`src/rtl/queue_param.sv`:
```
// Parametrised synchronous FIFO between the cache front end and the memory-side sequencer.
// Optional first-word-fall-through output when QUEUE_FWFT_EN is defined; registered read data otherwise.
module queue_param #(
   parameter int DATA_W   = 8,
   parameter int DEPTH    = 16,
   parameter int AF_LEVEL = DEPTH - 2,
   parameter int CNT_W    = $clog2(DEPTH) + 1
) (
   input  logic              clk,
   input  logic              rst,
   input  logic [DATA_W-1:0] in_data,
   input  logic              write_en,
   input  logic              read_en,
   output logic [DATA_W-1:0] out_data,
   output logic              empty,
   output logic              full,
   output logic              almost_full,
   output logic [CNT_W-1:0]  count,
   output logic              overflow,
   output logic              underflow
);
   localparam int PTR_W = $clog2(DEPTH);

   logic [DATA_W-1:0] mem [DEPTH];
   logic [PTR_W-1:0]  wr_ptr, rd_ptr;
   logic [CNT_W-1:0]  cnt;
   logic              rd_acc, wr_acc;

   // Flags decode only from the count register, never from this cycle's requests.
   assign empty       = (cnt == '0);
   assign full        = (cnt == CNT_W'(DEPTH));
   assign almost_full = (cnt >= CNT_W'(AF_LEVEL));
   assign count       = cnt;

   // A pop in the same cycle frees the slot, so a full queue still takes the write.
   assign rd_acc = read_en && !empty;
   assign wr_acc = write_en && (!full || rd_acc);

   always_ff @(posedge clk) begin
      if (wr_acc) mem[wr_ptr] <= in_data;
   end

   always_ff @(posedge clk or negedge rst) begin
      if (!rst) begin
         wr_ptr    <= '0;
         rd_ptr    <= '0;
         cnt       <= '0;
         overflow  <= 1'b0;
         underflow <= 1'b0;
      end else begin
         if (wr_acc) wr_ptr <= wr_ptr + PTR_W'(1);
         if (rd_acc) rd_ptr <= rd_ptr + PTR_W'(1);
         case ({wr_acc, rd_acc})
            2'b10:   cnt <= cnt + CNT_W'(1);
            2'b01:   cnt <= cnt - CNT_W'(1);
            default: cnt <= cnt;
         endcase
         overflow  <= write_en && !wr_acc;
         underflow <= read_en && !rd_acc;
      end
   end

`ifdef QUEUE_FWFT_EN
   assign out_data = empty ? '0 : mem[rd_ptr];
`else
   logic [DATA_W-1:0] out_q;

   // Holds the last popped word until the next accepted read.
   always_ff @(posedge clk or negedge rst) begin
      if (!rst)        out_q <= '0;
      else if (rd_acc) out_q <= mem[rd_ptr];
   end

   assign out_data = out_q;
`endif

endmodule

```
`config.mk`:
```
export PLATFORM = sky130hd
export DESIGN_NAME = queue_param
export DESIGN_NICKNAME = d
export VERILOG_FILES = /design/src/rtl/queue_param.sv
export SDC_FILE = /design/constraint.sdc
export NUM_CORES = 1
export LEC_CHECK = 0
export CAP_MARGIN = 20
export CORE_MARGIN = 5
export CORE_UTILIZATION = 29
export CTS_CLUSTER_DIAMETER = 50
export DETAILED_ROUTE_END_ITERATION = 16
export GPL_ROUTABILITY_DRIVEN = 0
export GPL_TIMING_DRIVEN = 0
export PLACE_DENSITY = 0.56
export SYNTH_ARGS = -nofsm -noshare
export SYNTH_HDL_FRONTEND = slang
export SYNTH_SLANG_ARGS = --single-unit
```
`constraint.sdc`:
```
create_clock -name clk -period 3.17 [get_ports clk]
set_clock_uncertainty 0.1 [all_clocks]
set_input_delay 0.634 -clock clk [delete_from_list [all_inputs] [get_ports clk]]
set_output_delay 0.634 -clock clk [all_outputs]
set_load 0.02 [all_outputs]
```
After elaboration in Yosys (flattened, before gate mapping):

Memories as Yosys holds them, arrays and structs flattened. A register that Yosys moved wholly into a read port is not among the register bits.
Index checks and enable logic that the tools add are counted.

* add/subtract/negate cells: 4
* multiply operators: 0
* div/mod/pow operators: 0
* order comparisons: 1
* equal/unequal tests: 3
* shifts and indexed selects: 0
* mux-type cells: 3
* bitwise logic cells: 0
* reduce and logical (&&, ||, !) cells: 12

Operators by type and width (number)
* 5-bit case mux with 2 select lines: 1
* 4-bit by 1-bit adder with 4-bit output (second input constant): 2
* 5-bit by 1-bit adder with 5-bit output (second input constant): 1
* 5-bit == test (second input constant): 1
* 5-bit by 4-bit >= comparator with 1-bit output (second input constant): 1
* 1-bit zero test: 5
* 5-bit zero test: 1
* 5-bit by 1-bit subtractor with 5-bit output (second input constant): 1
* 1-bit logical AND: 4
* 2-bit by 1-bit == test with 1-bit output (second input constant): 1
* 2-bit == test (second input constant): 1
* 1-bit two-way mux: 2
* 2-bit nonzero test: 1
* 1-bit logical OR: 1

* flip-flop bits (word level): 15
* bits in latches: 0
* bits in writable memories: 128
* bits in read-only memories: 0
* input port bits: 12
* output and inout port bits: 18
* logic and storage cells: 29
* memories: 1

Memory list
* mem: depth 16, bits a word 8, read ports 1, clocked after memory_dff 1, write ports 1, line 24 `logic [DATA_W-1:0] mem [DEPTH];`

Logic depth before layout (Yosys ltp):

* depth after elaboration: 7
* mapped depth: 13

Worst setup path before layout:

Ideal clock, no wire load.

* path type: flip-flop to flip-flop
* start point: register cnt[1], in the netlist count[1]
* end point: register cnt[4], in the netlist count[4]
* library setup time: 0.131 ns
* data arrival time: 2.726 ns
* slack: 0.213 ns
* cell stages (with the launch flop): 12
* path buffers: 0
* path through: dfrtp_1 > nor4_2 > and2b_1 > nand2b_4 > inv_2 > ha_1 > ha_1 > nor2b_1 > o21ai_0 > a21oi_1 > or3b_1 > xnor2_1

* cells in the longest elaborated chain, start to end: 7

RTL lines
* from (decl): line 26 `logic [CNT_W-1:0] cnt;`
* from (signal assigned): line 54 `2'b10: cnt <= cnt + CNT_W'(1);`
* from (signal assigned): line 55 `2'b01: cnt <= cnt - CNT_W'(1);`
* from (signal assigned): line 56 `default: cnt <= cnt;`
* 5-bit zero test *: line 30 `assign empty = (cnt == '0);`
* via empty: line 15 `output logic empty,`
* 1-bit zero test *: line 36 `assign rd_acc = read_en && !empty;`
* 1-bit logical AND *: line 36
* via rd_acc: line 27 `logic rd_acc, wr_acc;`
* 1-bit logical OR: line 37 `assign wr_acc = write_en && (!full || rd_acc);`
* 1-bit logical AND: line 37
* 2-bit by 1-bit == test with 1-bit output or 2-bit == test (tied branches): line 53 `case ({wr_acc, rd_acc})`
* 5-bit case mux with 2 select lines or 2-bit nonzero test (tied branches)

Mark *: on every way through the listed nets, which the timed path passes. The rest lies on a longest branch.
A chain may end at the register's enable or synchronous reset.

Worst setup path in the final report:

* start point: register cnt[2], in the netlist count[2]
* end point: register cnt[4], in the netlist count[4]

* cells in the longest elaborated chain, start to end: 7

RTL lines (line)
* 5-bit zero test: 30
* 1-bit zero test: 36
* 1-bit logical AND: 36
* 1-bit logical OR: 37
* 1-bit logical AND: 37
* 2-bit by 1-bit == test with 1-bit output or 2-bit == test (tied branches): 53
* 5-bit case mux with 2 select lines or 2-bit nonzero test (tied branches)

Parallel ways exist; a longest one is shown, timed or not.

==> impl_metrics.env <==
export IMPL_outcome="completed"
export IMPL_r2r_setup_slack_ns=0.21
export IMPL_hold_violations=0
export IMPL_h_tree_depth=4
export IMPL_timing_critical_path_fanout_max=9
export IMPL_mostFrequentLayoutCells="edfxtp_1, mux4_2, clkdlybuf4s50_1, dfrtp_1, nand2_1"
export IMPL_setup_violations=0
export IMPL_mostFrequentLayoutCell="edfxtp_1"
export IMPL_grt_start_max_net_pins=17
export IMPL_postCtsHoldBufs=0
export IMPL_drive_gt1_share_pct=24.67
export IMPL_max_slew_worst_pin_slew_ns=0.9564
export IMPL_maxCapViolCount=0
export IMPL_syn_nets=336
export IMPL_drt_initial_drc_count=278
export IMPL_fp_row_count=53
export IMPL_pre_cts_ws_ns=-0.2096
export IMPL_hold_depth=2
export IMPL_timing_final_ws_setup_ns=0.2144
export IMPL_die_width_um=154.7
export IMPL_maxSlewHeadroom_pct=36.00
export IMPL_netSwitchingFraction_pct=30.86
export IMPL_synth_enable_flop_cells=128
export IMPL_buffer_ports_inserted=29
export IMPL_post_synthesis_async_set_or_reset_flop_share_pct=15.23
export IMPL_first_global_vias=3229
export IMPL_type_of_the_most_critical_hold_path="flip-flop to flip-flop"
export IMPL_p_leak_nw=2.517
export IMPL_synth_yosys_warnings=0
export IMPL_grt_pass1_wl_um=19090
export IMPL_fin_setup_tns_ns=0
export IMPL_overall_overflow_remaining_after_global_route=0
export IMPL_share_of_synthesized_area_occupied_by_flip_flops_and_latches_pct=72.73
export IMPL_drtPass1Iterations=4
export IMPL_cp_data_required_time_ns=3.37
export IMPL_power_sequential_fraction_pct=38.6
export IMPL_cts_buffers_inserted=17
export IMPL_cp_data_arrival_time_ns=3.15
export IMPL_clk_pin_slew_ns=0.06
export IMPL_antenna_violating_nets_post_route=0
export IMPL_worstReg2RegStart="count[2]$_DFFE_PN0P_"
export IMPL_fp_dieArea_um2=23950
export IMPL_insertedDiodeCount=0
export IMPL_synth_area_um2=6076
export IMPL_clock_latency_ns=0.41
export IMPL_antenna_found_initial=0
export IMPL_min_to="out_data[0]$_DFFE_PN0P_"
export IMPL_comb_power_share_pct=31.3
export IMPL_grt_total_usage_pct=10.88
export IMPL_floorplan_die_height_um=154.7
export IMPL_ys_ff_latch=151
export IMPL_reg2regPathDepth=13
export IMPL_number_of_nets_at_the_end_of_the_flow=390
export IMPL_worst_hold_startpoint="out_data[0]$_DFFE_PN0P_"
export IMPL_p_per_area_nw_per_um2=920.8
export IMPL_finalInstanceArea_um2=7411
export IMPL_p_int_mw=4.718
export IMPL_final_max_slew_viol_count=0
export IMPL_drt_drc_violations_left=0
export IMPL_ys_types=37
export IMPL_core_area_um2=20820
export IMPL_yosysTopAreaCell="edfxtp_1"
export IMPL_min_period_over_period_pct=93.24
export IMPL_reg2reg_to="count[4]$_DFFE_PN0P_"
export IMPL_clockBufferDepth=2
export IMPL_place_area_um2=6758
export IMPL_max_freq_mhz=338.3
export IMPL_io_pin_count=30
export IMPL_layout_area_overhead_vs_synth_pct=21.97
export IMPL_synth_main_ff_cell="edfxtp_1"
export IMPL_initial_utilization_pct=29.18
export IMPL_post_route_min_period_ns=2.956
export IMPL_route_final_wire_length_um=12400
export IMPL_drt_vias_per_instance=4.585
export IMPL_cts_root_buf="clkbuf_16"
export IMPL_worst_setup_path_end_kind="flip-flop"
export IMPL_clockPowerShare_pct=30.1
export IMPL_worst_setup_path_type="flip-flop to flip-flop"
export IMPL_peakVddDrop_v=0.0004053
export IMPL_worst_setup_path_start_kind="flip-flop"
export IMPL_num_fill_cells=1960
export IMPL_synth_top_cells_by_area="edfxtp_1, mux4_2, dfrtp_1"
export IMPL_avgSynthCellArea_um2=19.35
export IMPL_worst_hold_slack_ns=0.4370
export IMPL_cts_tree="yes"
export IMPL_via_count=3008
export IMPL_area_share_of_the_largest_cell_type_after_synthesis_pct=63.26
export IMPL_detail_route_wl_per_cell_um=18.91
export IMPL_dpl_hpwl_um=8166
export IMPL_clkSinkCount=151
export IMPL_syn_instance_count=314
export IMPL_power_switching_mw=2.106
export IMPL_rsz_0062_raised_after_global_routing="no"
==> power groups by stage <==
| stage | sequential (mW) | combinational, mW | clock (mW) |
|---|---|---|---|
| after global routing | 2.67 | 2.30 | 2.17 |
| after CTS | 2.63 | 2.14 | 2.09 |
| after detailed placement | 2.66 | 2.13 | 0 |
| after floorplan | 2.72 | 1.36 | 0 |
| final | 2.64 | 2.13 | 2.05 |
| after global placement | 2.65 | 2.08 | 0 |
==> cell type report <==
type | instances | area [µm²] | area share, %
tap | 275 | 344.1 | 4.643
buffer | 16 | 111.4 | 1.503
inverter | 9 | 33.78 | 0.4558
clock inverter | 13 | 168.9 | 2.279
sequential | 151 | 4422 | 59.67
multi-input combinational | 138 | 1548 | 20.88
timing repair buffer | 35 | 350.3 | 4.727
clock buffer | 19 | 432.9 | 5.842
==> state kept, by name (all words and copies together), names as in the netlist <==
signal,count
count,5
mem,128
out_data,8
overflow,1
rd_ptr,4
underflow,1
wr_ptr,4
==> worst max-delay path, stage by stage (launching register included) <==
cell	delay, ns
dfrtp_2	0.45
nor4_4	0.31
nand2_2	0.08
o21a_1	0.17
clkbuf_4	0.18
inv_1	0.10
ha_4	0.15
inv_1	0.07
fa_1	0.40
nor2b_1	0.14
o21ai_0	0.11
nand3_1	0.10
or3b_1	0.36
xnor2_1	0.13
==> per-stage QoR <==
stage | utilization [%] | instances | total power [mW]
final | 35.59 | 656 | 6.824
after global routing | 35.59 | 656 | 7.140
after CTS | 35.34 | 653 | 6.860
after detailed placement | 32.45 | 621 | 4.799
after global placement | 32.23 | 618 | 4.737
after floorplan | - | 314 | 4.078
==> repair_timing <==
action                     4_1_cts  5_1_grt
setup endpoints to repair        0        1
setup buffers                    0        3
resized for setup                0        7
==> kinds of logic (layout without fill, tap and decap cells) <==
group	Yosys count	after routing	share of synthesized area (%)
buffers and inverters	25	92	2.347
AOI/OAI and AO/OA	18	18	2.595
and+or+nand+nor	52	52	4.201
xor gates and xnor gates	10	10	1.442
muxes	48	48	14.50
adders and majority gates	10	10	2.183
DFF	151	151	72.73
==> how the worst max path moves through the flow <==
stage / start / to / slack (ns)
floorplan: count[1]$_DFFE_PN0P_ / count[4]$_DFFE_PN0P_ / 0.21
global placement: read_en / mem[2][5]$_DFFE_PP_ / -0.24
detailed placement: read_en / count[4]$_DFFE_PN0P_ / -0.21
CTS: count[1]$_DFFE_PN0P_ / count[4]$_DFFE_PN0P_ / 0.03
global route: count[2]$_DFFE_PN0P_ / count[4]$_DFFE_PN0P_ / 0.04
finish: count[2]$_DFFE_PN0P_ / count[4]$_DFFE_PN0P_ / 0.21
==> cells in the mapped netlist (3+ instances only) <==
cell type and count:
buf_2 6, buf_4 3, buf_6 4, dfrtp_1 23
edfxtp_1 128, ha_1 9, inv_1 8, mux2i_1 16
mux4_2 32, nand2_1 20, nand2b_1 3, nor2_1 13
nor3_1 4, o21ai_0 4, o221ai_1 7, xnor2_1 8
==> per-layer routing <==
metal / track usage [%] / vias up / share of wire (%)
met5: 0 / - / 0
met4: 3.448 / 0 / 1.7
met3: 3.721 / 19 / 5.7
met2: 17.03 / 86 / 48
met1: 14.34 / 1558 / 45
li1: - / 1345 / -
Power figures use the tool's default switching activity.
